[src/rtl/text_blitter.sv]
// Glyph-string renderer: latches a string of character ids, fetches each glyph row
// from an external synchronous ROM and emits one plotted pixel per cycle.
module text_blitter #(
  parameter int GLYPH_W     = 8,
  parameter int GLYPH_H     = 8,
  parameter int ADVANCE     = 8,
  parameter int MAX_CHARS   = 8,
  parameter int CHAR_ID_W   = 5,
  parameter int X_W         = 8,
  parameter int Y_W         = 7,
  parameter int COLOUR_W    = 3,
  parameter int TRANSPARENT = 0,
  localparam int LEN_W      = $clog2(MAX_CHARS + 1),
  localparam int ROW_W      = (GLYPH_H > 1) ? $clog2(GLYPH_H) : 1,
  localparam int COL_W      = (GLYPH_W > 1) ? $clog2(GLYPH_W) : 1,
  localparam int CI_W       = (MAX_CHARS > 1) ? $clog2(MAX_CHARS) : 1
) (
  input  logic                           clk,
  input  logic                           resetn,
  input  logic                           start,
  input  logic [X_W-1:0]                 base_x,
  input  logic [Y_W-1:0]                 base_y,
  input  logic [LEN_W-1:0]               length,
  input  logic [MAX_CHARS*CHAR_ID_W-1:0] chars,
  input  logic                           erase,
  input  logic [COLOUR_W-1:0]            fg_colour,
  output logic [CHAR_ID_W-1:0]           rom_char,
  output logic [ROW_W-1:0]               rom_row,
  input  logic [GLYPH_W-1:0]             rom_data,
  output logic                           plot,
  output logic [X_W-1:0]                 draw_x,
  output logic [Y_W-1:0]                 draw_y,
  output logic [COLOUR_W-1:0]            colour,
  output logic                           busy,
  output logic                           done,
  output logic [X_W-1:0]                 next_x
);

  typedef enum logic [2:0] {S_IDLE, S_FETCH, S_LOAD, S_DRAW, S_FIN} state_t;

  state_t                         state_r, state_nxt_s;
  logic [MAX_CHARS*CHAR_ID_W-1:0] chars_r;
  logic [LEN_W-1:0]               len_r, len_in_s;
  logic [Y_W-1:0]                 base_y_r;
  logic [X_W-1:0]                 cell_x_r;
  logic                           erase_r;
  logic [COLOUR_W-1:0]            fg_r;
  logic [CI_W-1:0]                ci_r;
  logic [ROW_W-1:0]               row_r;
  logic [COL_W-1:0]               col_r, col_inc_s;
  logic [GLYPH_W-1:0]             shift_r;
  logic                           last_col_s, last_row_s, last_char_s;
  logic                           pix_bit_s, pix_plot_s;
  logic [COLOUR_W-1:0]            pix_colour_s;

  function automatic logic [CHAR_ID_W-1:0] char_at(input logic [MAX_CHARS*CHAR_ID_W-1:0] v,
                                                   input int idx);
    return v[idx*CHAR_ID_W +: CHAR_ID_W];
  endfunction

  // Per-cycle decode: clamped length, counter wrap flags and the pixel being emitted next.
  always_comb begin
    len_in_s    = (length > LEN_W'(MAX_CHARS)) ? LEN_W'(MAX_CHARS) : length;
    last_col_s  = (col_r == COL_W'(GLYPH_W - 1));
    last_row_s  = (row_r == ROW_W'(GLYPH_H - 1));
    last_char_s = ((32'(ci_r) + 32'd1) == 32'(len_r));
    col_inc_s   = col_r + 1'b1;
    // The first pixel of a row comes straight off rom_data; later ones from the shifter.
    if (state_r == S_LOAD) begin
      pix_bit_s = rom_data[GLYPH_W-1];
    end else begin
      pix_bit_s = shift_r[GLYPH_W-1];
    end
    pix_plot_s = erase_r | pix_bit_s | (TRANSPARENT == 0);
    if (!erase_r && pix_bit_s) begin
      pix_colour_s = fg_r;
    end else begin
      pix_colour_s = {COLOUR_W{1'b0}};
    end
  end

  // Next-state logic.
  always_comb begin
    state_nxt_s = state_r;
    case (state_r)
      S_IDLE: begin
        if (start) begin
          state_nxt_s = (len_in_s != {LEN_W{1'b0}}) ? S_FETCH : S_FIN;
        end else begin
          state_nxt_s = S_IDLE;
        end
      end
      S_FETCH: state_nxt_s = S_LOAD;
      S_LOAD:  state_nxt_s = S_DRAW;
      S_DRAW: begin
        if (last_col_s) begin
          state_nxt_s = (last_row_s && last_char_s) ? S_FIN : S_FETCH;
        end else begin
          state_nxt_s = S_DRAW;
        end
      end
      S_FIN:   state_nxt_s = S_IDLE;
      default: state_nxt_s = S_IDLE;
    endcase
  end

  // State register.
  always_ff @(posedge clk or negedge resetn) begin
    if (!resetn) state_r <= S_IDLE;
    else         state_r <= state_nxt_s;
  end

  // Datapath: latched request, counters, ROM address and registered pixel outputs.
  always_ff @(posedge clk or negedge resetn) begin
    if (!resetn) begin
      chars_r  <= {(MAX_CHARS*CHAR_ID_W){1'b0}};
      len_r    <= {LEN_W{1'b0}};
      base_y_r <= {Y_W{1'b0}};
      cell_x_r <= {X_W{1'b0}};
      erase_r  <= 1'b0;
      fg_r     <= {COLOUR_W{1'b0}};
      ci_r     <= {CI_W{1'b0}};
      row_r    <= {ROW_W{1'b0}};
      col_r    <= {COL_W{1'b0}};
      shift_r  <= {GLYPH_W{1'b0}};
      rom_char <= {CHAR_ID_W{1'b0}};
      rom_row  <= {ROW_W{1'b0}};
      plot     <= 1'b0;
      draw_x   <= {X_W{1'b0}};
      draw_y   <= {Y_W{1'b0}};
      colour   <= {COLOUR_W{1'b0}};
      busy     <= 1'b0;
      done     <= 1'b0;
      next_x   <= {X_W{1'b0}};
    end else begin
      done <= 1'b0;
      case (state_r)
        S_IDLE: begin
          plot   <= 1'b0;
          colour <= {COLOUR_W{1'b0}};
          if (start) begin
            chars_r  <= chars;
            len_r    <= len_in_s;
            base_y_r <= base_y;
            cell_x_r <= base_x;
            erase_r  <= erase;
            fg_r     <= fg_colour;
            ci_r     <= {CI_W{1'b0}};
            row_r    <= {ROW_W{1'b0}};
            col_r    <= {COL_W{1'b0}};
            next_x   <= base_x + X_W'(32'(len_in_s) * ADVANCE);
            rom_char <= char_at(chars, 0);
            rom_row  <= {ROW_W{1'b0}};
            busy     <= (len_in_s != {LEN_W{1'b0}});
            done     <= (len_in_s == {LEN_W{1'b0}});
          end
        end
        S_FETCH: plot <= 1'b0;
        S_LOAD: begin
          shift_r <= rom_data << 1;
          col_r   <= {COL_W{1'b0}};
          plot    <= pix_plot_s;
          colour  <= pix_colour_s;
          draw_x  <= cell_x_r;
          draw_y  <= base_y_r + Y_W'(row_r);
        end
        S_DRAW: begin
          if (!last_col_s) begin
            shift_r <= shift_r << 1;
            col_r   <= col_inc_s;
            plot    <= pix_plot_s;
            colour  <= pix_colour_s;
            draw_x  <= cell_x_r + X_W'(col_inc_s);
          end else begin
            plot   <= 1'b0;
            colour <= {COLOUR_W{1'b0}};
            if (!last_row_s) begin
              row_r   <= row_r + 1'b1;
              rom_row <= row_r + 1'b1;
            end else if (!last_char_s) begin
              ci_r     <= ci_r + 1'b1;
              row_r    <= {ROW_W{1'b0}};
              rom_row  <= {ROW_W{1'b0}};
              rom_char <= char_at(chars_r, int'(ci_r) + 1);
              cell_x_r <= cell_x_r + X_W'(ADVANCE);
            end else begin
              busy <= 1'b0;
              done <= 1'b1;
            end
          end
        end
        S_FIN: plot <= 1'b0;
        default: begin
          plot <= 1'b0;
          busy <= 1'b0;
        end
      endcase
    end
  end

endmodule

[config.mk]
export PLATFORM = sky130hd
export DESIGN_NAME = text_blitter
export DESIGN_NICKNAME = d
export VERILOG_FILES = /design/src/rtl/text_blitter.sv
export SDC_FILE = /design/constraint.sdc
export NUM_CORES = 1
export LEC_CHECK = 0
export ABC_AREA = 1
export CORE_ASPECT_RATIO = 1.2
export CORE_MARGIN = 2
export CORE_UTILIZATION = 30
export CTS_BUF_LIST = sky130_fd_sc_hd__clkbuf_8
export CTS_CLUSTER_SIZE = 12
export DETAILED_ROUTE_END_ITERATION = 10
export DONT_BUFFER_PORTS = 1
export GPL_ROUTABILITY_DRIVEN = 0
export SETUP_SLACK_MARGIN = 0.3
export SYNTH_ARGS = -nofsm -noshare
export SYNTH_HDL_FRONTEND = slang
export SYNTH_SLANG_ARGS = --single-unit
[constraint.sdc]
create_clock -name clk -period 4.23 [get_ports clk]
set_input_delay 0.6345 -clock clk [delete_from_list [all_inputs] [get_ports clk]]
set_output_delay 0.6345 -clock clk [all_outputs]
set_load 0.02 [all_outputs]
==> results of run 1 <==
==> registers in the layout, indices dropped and copies added (netlist names) <==
signal    flops
len_r         4
shift_r       7
draw_x        8
fg_r          3
colour        3
ci_r          3
cell_x_r      8
rom_char      5
next_x        8
state_r       3
col_r         3
draw_y        7
row_r         3
busy          1
plot          1
base_y_r      7
chars_r      35
done          1
erase_r       1
==> logic make-up (layout without fill, tap and decap cells) <==
family	Yosys count	count (layout)	share of synthesized area, %
buffers and inverters	74	67	6.012
muxes	2	2	0.3617
DFF	111	111	50.18
xor gates and xnor gates	11	11	1.741
adders and majority gates	19	19	4.702
and+or+nand+nor	378	378	28.32
AOI/OAI and AO/OA	83	83	8.680
==> per-layer routing <==
| layer | wire [microns] | part of all wire [%] | GRT usage, % |
|---|---|---|---|
| met3 | 660 | 4.9 | 3.371 |
| met5 | 0 | 0 | 0 |
| met1 | 5778 | 43 | 17.77 |
| met2 | 6730 | 50 | 25.52 |
| met4 | 306 | 2.3 | 5.756 |
==> cell type report <==
cell class | count | area [sq um] | share of cell area [%]
Sequential cell | 111 | 2778 | 47.00
Multi-Input combinational cell | 493 | 2427 | 41.08
Tap cell | 224 | 280.3 | 4.743
Inverter | 49 | 188.9 | 3.197
Clock buffer | 10 | 137.6 | 2.329
Timing Repair Buffer | 4 | 50.05 | 0.8469
Clock inverter | 4 | 47.55 | 0.8046
==> what timing repair did <==
item	CTS	global route
hold buffers	1	0
endpoints found under the hold margin	111	0
setup buffers	0	0
==> report_power, final <==
group	internal, W	total (W)	switching (W)
Combinational	0.000597	0.00153	0.000936
Sequential	0.00153	0.00210	0.000573
Clock	0.000282	0.000634	0.000352
==> stage by stage <==
stage               setup WS (ns)  util (%)  area [sq um]  std cells
finish                      1.942     32.64          5909        895
global route                1.628     32.64          5909        895
CTS                         1.926     32.64          5909        895
detailed placement          1.948     31.46          5697        880
global placement            1.996     31.46          5697        880
floorplan                   2.373         -          5535        678
==> worst max path at each step <==
stage          cells past startpoint        end  startpoint
4_1_cts                           12    ci_r[0]     ci_r[0]
5_1_grt                           12    ci_r[0]     ci_r[0]
2_1_floorplan                      9  next_x[7]   length[1]
3_3_place_gp                      12    ci_r[0]     ci_r[0]
3_5_place_dp                      12    ci_r[0]     ci_r[0]
6_report                          12    ci_r[0]     ci_r[0]
==> cells in the final DEF, fill, tap and decap left out, types with 2 or more instances in the layout <==
cell type	Yosys	layout
o22ai_1	3	3
nand2_4	2	2
clkinv_2	0	2
o21ai_2	3	3
or2_2	2	2
fa_1	3	3
inv_1	40	40
a21oi_1	5	5
nand2_2	14	15
nand3_1	35	35
inv_2	7	7
nor2_1	44	44
nand2_1	270	269
o211ai_1	16	16
xor2_1	8	8
mux2i_1	2	2
nand4_1	2	2
a31oi_1	4	4
xnor2_1	3	3
clkbuf_8	0	10
o21ai_0	51	51
ha_1	16	16
dfrtp_1	111	111
nor2_2	4	4
inv_4	2	2
buf_4	2	3
==> Yosys cell counts (2+ instances only) <==
| master | number |
|---|---|
| nand2_1 | 270 |
| dfrtp_1 | 111 |
| o21ai_0 | 51 |
| nor2_1 | 44 |
| inv_1 | 40 |
| nand3_1 | 35 |
| ha_1 | 16 |
| o211ai_1 | 16 |
| nand2_2 | 14 |
| buf_2 | 9 |
| xor2_1 | 8 |
| clkbuf_1 | 7 |
| inv_2 | 7 |
| a21oi_1 | 5 |
| a31oi_1 | 4 |
| buf_1 | 4 |
| nor2_2 | 4 |
| fa_1 | 3 |
| o21ai_2 | 3 |
| o22ai_1 | 3 |
| xnor2_1 | 3 |
| buf_4 | 2 |
| buf_6 | 2 |
| inv_4 | 2 |
| mux2i_1 | 2 |
| nand2_4 | 2 |
| nand4_1 | 2 |
| or2_2 | 2 |
==> reports/qor.txt, run 1 <==
status: complete, no violations
final hold slack: 0.1889 ns
max-slew violation count: 0
Most common cell on crit path: nand2_1
fraction of layout cells with a size suffix above 1: 8.346%
flops & latches, synth: 111
max-cap violations: 0
Slew headroom: 36.75%
final hold vios: 0
Avg WL per Cell: 15.06 microns
Req. time, crit path: 4.54 ns
Worst setup SP type: register
CP bufs+invs: 1
pwr/cell area: 722.1 mW/mm^2
Peak VDD IR: 0.2738 mV
critical path capture point type: register
share of the synthesized area in the top cell type: 50.18%
CTS tree: built
Pre-antenna DRT Iters: 4
Tmin final: 2.288 ns
kind of critical path: reg2reg
Pwr Total: 0.004267 W
Num CTS Buffers: 9
total die area: 0.01956 sq mm
Worst-Margin Slew: 0.9477 ns
Mapped Area: 0.005535 sq mm
DIE WIDTH: 128 microns
Synth Instances: 678
Critical Path AT: 2.60 ns
Final HPWL DP: 9770 microns
Fin Setup TNS: 0 ns
Worst path max stage delay: 0.86 ns
Routed Wire Length: 13,480 microns
DRC violation total after the first TritonRoute iteration: 156
top cell type by total area after synthesis: dfrtp_1
Std-Cell Core Area: 0.01811 sq mm
Top Ports: 111
vias: 4,129
sequential share of the synthesized area: 50.18%
synth top area cells: dfrtp_1 (50%), nand2_1 (18%), o21ai_0 (4.6%)
RSZ-0062 raised after global routing: false
clock root buffer: clkbuf_8
n_diodes: 0
Worst Skew: 0.01144 ns
max frequency: 437.1 MHz
Hold Crit Class: in2async
Syn Nets: 771
Worst-path clk slew: 0.10 ns
initial core utilization: 30.57%
P_leak: 3.003 nW
initial antenna violation count: 0
setup violators final: 0
std cell rows: 54
# DRC: 0
Worst path slowest cell: dfrtp_1
Final Cycle Share: 54.08%
critical-path cell list: ha_1 -> inv_1 -> nand2_1 -> nand2_1 -> nand2_1 -> nor2_1 -> nand2_2 -> nand2_2 -> nand2_4 -> nand2_8 -> nand2_1 -> o21ai_0
Cell variety after synth: 35
EDFF count, synth: 0
worst reg2reg startpoint: ci_r[0]
CTS sink count: 111
fillers: 1,952
Vias/cell: 4.613
Synthesis Warnings: 0
CTS H-tree depth: 3
worst reg2reg path depth: 12
grt total ovfl: 0
Syn-to-layout area delta: 6.759%
number of port buffers: 0
reg2reg end: ci_r[0]
Worst Path Max Fanout: 23
average size of a mapped cell: 8.164 sq um
delay-heaviest family, CP: flip-flops
largest net degree at the start of global routing: 112
die height: 152.8 microns
Resized cells post-CTS: 0
DRT antenna net count: 0
r2r setup slk: 1.94 ns
Async SR Flop Fraction: 100.0%
Worst-Skew Late Latency: 0.39 ns
first-pass GRT wire length: 22,370 microns
Longest Clk Path Bufs: 2
top_reg_cell synth: dfrtp_1
GRT Total Usage: 14.79%
Final nets: 761
vias in the first global route: 4,286
No activity file was read; power rests on OpenSTA's default activity.
==> inputs of run 2 (changes only) <==
clock period = 2.2 ns   (was 4.23 ns; I/O delays follow)
==> run 2 against run 1 <==
- the run now ends with negative hold slack left
- non-clock buffer count is 8 higher
- count of clock-buffer cells in the layout is 2 higher
- hold slack got worse by 0.56 ns
- critical path depth fell by 2
- clock skew barely moved
- clock power increased by 110%
- sequential share of layout area shrank 1.4 points
- routed wire length rose by 0.30%
- combinational power is 120% higher
- utilization up 1.0 points
==> reports/qor.txt, run 2 (synthesis results as in run 1) <==
status: finished with violations
failing checks: negative hold slack
critical path capture point type: register
Worst path slowest cell: dfrtp_1
Slew headroom: 67.81%
vias in the first global route: 4,218
vias: 4,257
initial core utilization: 30.57%
initial antenna violation count: 0
worst reg2reg path depth: 10
max reg flops: 35
P_leak: 3.052 nW
setup violators final: 0
Num CTS Buffers: 9
fraction of layout cells with a size suffix above 1: 11.29%
Fin Setup TNS: 0 ns
Most common cell on crit path: ha_4
RSZ-0062 raised after global routing: true
max frequency: 549.9 MHz
Routed Wire Length: 13,520 microns
Hold Crit Class: in2async
Tmin final: 1.819 ns
critical-path cell list: ha_4 -> ha_4 -> ha_4 -> nand3_1 -> nand3_1 -> nand2_1 -> inv_2 -> nand2_1 -> xor2_1 -> o21ai_1
fin util: 33.66%
Worst Path Max Fanout: 4
clock root buffer: clkbuf_8
Critical Path AT: 2.13 ns
CTS tree: built
Area after DPL: 0.005747 sq mm
number of port buffers: 0
Vias/cell: 4.699
Std-Cell Core Area: 0.01811 sq mm
Worst-Margin Slew: 0.4823 ns
# DRC: 0
final instance area: 0.006095 sq mm
n_diodes: 0
Final HPWL DP: 9528 microns
first-pass GRT wire length: 21,940 microns
DIE WIDTH: 128 microns
Worst Skew: 0.01129 ns
max-cap violations: 0
Syn-to-layout area delta: 10.10%
largest net degree at the start of global routing: 112
Top Ports: 111
final hold vios: 111
max-slew violation count: 0
Worst-Skew Late Latency: 0.39 ns
Req. time, crit path: 2.52 ns
Avg WL per Cell: 14.92 microns
DRT antenna net count: 0
most frequent cells in the layout: nand2_1 (267), dfrtp_1 (109), o21ai_0 (49)
std cell rows: 54
CTS sink count: 111
Final nets: 770
Longest Clk Path Bufs: 2
Worst-path clk slew: 0.11 ns
Worst setup SP type: register
Final Cycle Share: 82.66%
kind of critical path: reg2reg
die height: 152.8 microns
GRT Total Usage: 14.35%
Peak VDD IR: 0.4848 mV
final hold slack: -0.3706 ns
grt total ovfl: 0
DRC violation total after the first TritonRoute iteration: 144
CTS H-tree depth: 3
commonest non-fill, non-tap cell in the layout: nand2_1
pwr/cell area: 1418 mW/mm^2
Pre-antenna DRT Iters: 4
largest reg by FF count: chars_r
Worst path max stage delay: 0.44 ns
total die area: 0.01956 sq mm
## run 2: stage by stage
| stage | setup slack (ns) | power [W] | instances | hold slack, ns |
|---|---|---|---|---|
| 3_5_place_dp | 0.2268 | 0.007136 | 885 | 0.03749 |
| 4_1_cts | 0.3084 | 0.008601 | 902 | -0.4097 |
| 5_1_grt | 0.2542 | 0.009500 | 906 | -0.4202 |
| 3_3_place_gp | 0.2458 | 0.007076 | 885 | 0.03726 |
| 6_report | 0.3814 | 0.008642 | 906 | -0.3706 |
| 2_1_floorplan | 0.3633 | 0.006306 | 678 | 0.03441 |
## run 2: per-layer routing
metal	GRT usage, %	share of wire (%)	vias to the layer above
li1	-	-	2156
met1	17.13	41	1975
met2	24.65	51	110
met3	4.494	6.9	16
met4	4.239	1.6	0
met5	0	0	-
## run 2: final cells by class
type                    count  area (sq um)
inverters                  49         192.7
multi-input cells         494          2511
flip-flops and latches    111          2780
repair buffers             12         113.9
clock buffers              12         165.2
fillers                  1936         12010
clock inverters             4         51.30
well taps                 224         280.3
## run 2: power breakdown
part,total (W),switching (W),internal [W]
clock,0.00135,0.000726,0.000623
combinational,0.00334,0.00199,0.00135
sequential,0.00396,0.00101,0.00294
total,0.00864,0.00373,0.00491
## run 2: worst max-delay path, delay by kind of cell, from the launching register on
kind            cells  cell delay, ns
fa+ha+maj           3            0.69
flops               1            0.44
simple gates        4            0.31
xor+xnor            1            0.13
compound gates      1            0.11
buf+inv             1            0.07
## run 2: final timing paths
kind / startpoint / endpoint / slack [ns]
min in group clk: chars[11] / chars_r[11] / 0.04
worst min register to register: chars_r[25] / chars_r[25] / 0.48
worst min-delay path: resetn / shift_r[3] / -0.37
worst max-delay path: col_r[0] / draw_x[5] / 0.38
worst max register to register: col_r[0] / draw_x[5] / 0.38
max in group asynchronous: resetn / colour[0] / 2.33
## run 2: repair_timing
item / CTS / global route
endpoints found under the hold margin: 111 / 111
cloned: 0 / 1
pin swaps: 0 / 1
resized for setup: 2 / 17
setup endpoints to repair: 4 / 35
setup buffers: 1 / 3
==> variant 1: new RTL, flow settings as in run 2 <==
`Y_W`: 7 -> 5.
--- a/src/rtl/text_blitter.sv
+++ b/src/rtl/text_blitter.sv
@@ -7,7 +7,7 @@
   parameter int MAX_CHARS   = 8,
   parameter int CHAR_ID_W   = 5,
   parameter int X_W         = 8,
-  parameter int Y_W         = 7,
+  parameter int Y_W         = 5,
   parameter int COLOUR_W    = 3,
   parameter int TRANSPARENT = 0,
   localparam int LEN_W      = $clog2(MAX_CHARS + 1),
Ports: changed (resized base_y and draw_y); port bits go from 111 to 107. The function was not compared with the original's and may differ.
==> variant 1 against run 2 <==
  * Sequential share of layout area shrank 1.2 points
  * Setup slack got worse by 18 ps
  * The run still ends with negative hold slack left
  * Area after synthesis is 0.57% lower
  * Routed wire length is 0.72% higher
  * Via count is 0.82% lower
  * Largest power group unchanged
  * Count of clock-buffer cells in the layout down 3
  * First-iteration DRC count is 35% higher
  * Worst hold slack got worse by 20 ps
  * Critical path type unchanged
  * Total power grew 0.32%
  * Final area down 1.1%
  * Utilization fell by 0.37 points
  * Sequential cell count is 4 lower
  * Highest routed layer unchanged
  * Critical path depth decreased by 1
==> variant 1: results (changes against run 2) <==
- Outcome: finished, violations left
- Failing checks: negative hold slack
- Int Pwr: 4848 µW (-1.3%)
- Met3 GRT Util: 3.652% (-0.84 points)
- LEAKAGE: 0.003041 µW (-0.36%)
- Layout fillers: 1938 (+0.10%)
- Top post-synthesis cells by area: dfrtp_1 49%, nand2_1 18%, inv_1 5.0%
- Hold Slack: -390.9 ps (-20.31 ps)
- R2R Setup Slk: 360 ps (-20 ps)
- R2r startpoint: col_r[1]
- Seq/Total Area, Yosys: 48.65% (-1.5 points)
- R2R Path End: draw_x[7]
- DR pass1 iterations: 5 (+1)
- Detailed Route Iter0 Violations: 195 (+35%)
- Final net count: 779 (+1.2%)
- Worst r2r path cells: 9 (-1)
- Commonest cells post-synth: 265 x nand2_1, 107 x dfrtp_1, 73 x inv_1, 47 x o21ai_0, 46 x nand3_1
- Placed Area: 5724 µm² (-0.39%)
- Hold Fails Final Rpt: 107 (-3.6%)
- Routed vias/inst: 4.604 (-2.0%)
- Largest net degree at the start of global routing: 108 (-3.6%)
- Global-route track usage on met1: 16.51% (-0.62 points)
- Final wirelength: 13610 µm (+0.72%)
- Share of cells above drive strength 1: 9.668% (-1.6 points)
- Met2 Usage GRT: 26.20% (+1.6 points)
==> variant 1: power groups by stage <==
| stage | Sequential [µW] | Clock (µW) | Combinational, µW |
|---|---|---|---|
| detailed placement | 3810 | 0 | 3360 |
| global placement | 3790 | 0 | 3310 |
| CTS | 3770 | 1450 | 3460 |
| finish | 3750 | 1410 | 3510 |
| floorplan | 3610 | 0 | 2750 |
| global route | 3860 | 1550 | 4070 |
==> variant 1: metal layers <==
metal / share of wire (%) / wire, µm
met1: 41 / 5630
met4: 2.9 / 399
met2: 52 / 7018
met5: 0 / 0
met3: 4.2 / 565
==> variant 1: layout make-up <==
type                       count  area share (%)
multi-input combinational    475           39.92
clock buffer                   9           2.055
sequential                   107           44.43
timing repair buffer          13           2.034
inverter                      82           5.148
tap                          224           4.650
clock inverter                 7           1.765
==> variant 1: kinds of logic (layout without fill, tap and decap cells) <==
logic type | count (synthesis) | count (layout) | synth area share [%]
flops | 107 | 107 | 48.65
simple gates | 368 | 368 | 27.96
compound gates | 76 | 76 | 7.979
xor+xnor | 12 | 12 | 1.910
fa+ha+maj | 19 | 19 | 4.728
buf+inv | 112 | 111 | 8.775
==> variant 1: through the flow <==
stage	setup slack [ps]	hold WS, ps
global route	203.0	-416.7
floorplan	366.2	34.41
detailed placement	232.4	37.11
CTS	340.4	-411.0
global placement	302.0	38.91
finish	363.6	-390.9
==> variant 1: critical path: stages (launching register included) <==
cell and delay (ps):
dfrtp_1 410, ha_2 200, ha_4 230, ha_4 290, nand3_2 90, nand3_2 90, nand2_2 80, nor2_2 120
xor2_1 140, o21ai_1 80
==> variant 2: new RTL, flow settings as in run 2 <==
Made on the original files. Register the input `chars` before use, cleared by the reset. The logic sees it one clock later. The other inputs are not delayed to match.
--- a/src/rtl/text_blitter.sv
+++ b/src/rtl/text_blitter.sv
@@ -38,6 +38,16 @@
 
   typedef enum logic [2:0] {S_IDLE, S_FETCH, S_LOAD, S_DRAW, S_FIN} state_t;
 
+  logic [MAX_CHARS*CHAR_ID_W-1:0] chars_q;
+
+  always_ff @(posedge clk or negedge resetn) begin
+    if (!resetn) begin
+      chars_q <= '0;
+    end else begin
+      chars_q <= chars;
+    end
+  end
+
   state_t                         state_r, state_nxt_s;
   logic [MAX_CHARS*CHAR_ID_W-1:0] chars_r;
   logic [LEN_W-1:0]               len_r, len_in_s;
@@ -139,7 +149,7 @@
           plot   <= 1'b0;
           colour <= {COLOUR_W{1'b0}};
           if (start) begin
-            chars_r  <= chars;
+            chars_r  <= chars_q;
             len_r    <= len_in_s;
             base_y_r <= base_y;
             cell_x_r <= base_x;
@@ -149,7 +159,7 @@
             row_r    <= {ROW_W{1'b0}};
             col_r    <= {COL_W{1'b0}};
             next_x   <= base_x + X_W'(32'(len_in_s) * ADVANCE);
-            rom_char <= char_at(chars, 0);
+            rom_char <= char_at(chars_q, 0);
             rom_row  <= {ROW_W{1'b0}};
             busy     <= (len_in_s != {LEN_W{1'b0}});
             done     <= (len_in_s == {LEN_W{1'b0}});
Check against the original RTL: not equivalent (Yosys sat finds a counterexample within 4 cycles, from zero or initial values and one cycle with resetn low).
==> variant 2 against run 2 <==
  * Count of clock-buffer cells in the layout up 7
  * Setup slack worse by 110 ps
  * Total power up 30%
  * Routed wire length up 16%
  * Sequential cell count up 40
  * Area after synthesis up 18%
  * Non-clock buffer count up 59
  * The flow still finishes with violations (negative hold slack)
  * Largest power group unchanged
  * Final area up 31%
==> variant 2: results (changes against run 2) <==
- LEAKAGE: 0.003848 µW (+26%)
- Mux cell area share after synthesis: 0.3074% (-0.054 points)
- VDD IR max: 0.0004358 V (-10%)
- Final setup skew: 14.54 ps (+3.250 ps)
- Int Pwr: 6870 µW (+40%)
- Top post-synthesis cells by area: dfrtp_1 58%, nand2_1 16%, o21ai_0 3.6%
- Post-Syn Nets: 812 (+5.3%)
- Sequential cell count: 151 (+36%)
- Hold Fails Final Rpt: 151 (+36%)
- Hold Slack: -415.4 ps (-44.80 ps)
- Compound-Gate Fraction of Synth Area: 6.686% (-2.0 points)
- Seq/Total Area, Yosys: 58.02% (+7.8 points)
- H-tree Lvls: 4 (+1)
- Outcome: finished, violations left
- Later-pin clock latency in the skew report: 440 ps (+50 ps)
- Pre-CTS setup slack: 181.9 ps (-44.92 ps)
- Synth Area in Adders: 3.996% (-0.71 points)
- Clock network share of area: 6.099% (+2.5 points)
- Layout clock buffers: 19 (+7)
- First-pass GRT wire length: 25100 µm (+14%)
- Number of global-route vias before repair: 4881 (+16%)
- Non-Clock Inverter Count: 65 (+33%)
- Arr. time, crit path: 2280 ps (+150 ps)
- Gate power share: 33.7% (-4.9 points)
- Multi-input combinational cell area: 2452 µm² (-2.3%)
- Commonest cells post-synth: 278 x nand2_1, 151 x dfrtp_1, 55 x inv_1, 47 x o21ai_0, 40 x nand3_1
- Final net count: 877 (+14%)
- Failing checks: negative hold slack
- Post-Synth XOR/XNOR Area: 1.614% (-0.13 points)
- DR pass1 iterations: 6 (+2)
- Seq. cell area: 3779 µm² (+36%)
[variant 2: cell count changes after synthesis, moves of 5 or more]
cell      delta
nor2_1      -22
nand3_1      +5
nand2_2     -11
o211ai_1     -6
inv_1       +15
buf_2        +5
nand4_1      +5
o21ai_1     +11
dfrtp_1     +40
nand2_1      +8
[variant 2: worst max-delay path, delay by kind of cell, from the launching register on]
family / cells / cell delay, ps
adders and majority gates: 3 / 710
buffers and inverters: 1 / 30
and+or+nand+nor: 7 / 670
DFF: 1 / 430
[variant 2: layer usage]
| layer | global-route usage, % | vias up | wire length, µm |
|---|---|---|---|
| met5 | 0 | - | 0 |
| met2 | 23.90 | 100 | 7912 |
| met3 | 3.691 | 22 | 718 |
| li1 | - | 2399 | - |
| met4 | 6.262 | 0 | 329 |
| met1 | 16.67 | 2293 | 6656 |
[variant 2: path summary, 6_finish.rpt]
check,to,cells past startpoint,slack (ps)
worst max-delay path,draw_x[6],11,270
worst min-delay path,chars_q[19],0,-420
worst max register to register,draw_x[6],11,270
worst min register to register,chars_r[15],2,440
max in group asynchronous,len_r[1],0,2410
min in group clk,next_x[0],2,50
[variant 2: timing repair]
| action | 4_1_cts | 5_1_grt |
|---|---|---|
| resized for setup | 8 | 13 |
| setup endpoints to repair | 2 | 20 |
| cloned | 0 | 1 |
| pin swaps | 6 | 8 |
| hold endpoints to repair | 203 | 151 |
| buffers inserted | 3 | 4 |
[variant 2: stage by stage]
step / hold WS, ps / power, µW / util, % / cells / cell area, µm²
global route: -455.8 / 12140 / 37.25 / 1071 / 8001
CTS: -456.8 / 11120 / 36.84 / 1066 / 7914
global placement: 40.62 / 8157 / 31.88 / 979 / 6849
detailed placement: 41.90 / 8258 / 31.88 / 979 / 6849
floorplan: 34.41 / 7321 / - / 719 / 6545
finish: -415.4 / 11220 / 37.25 / 1071 / 8001
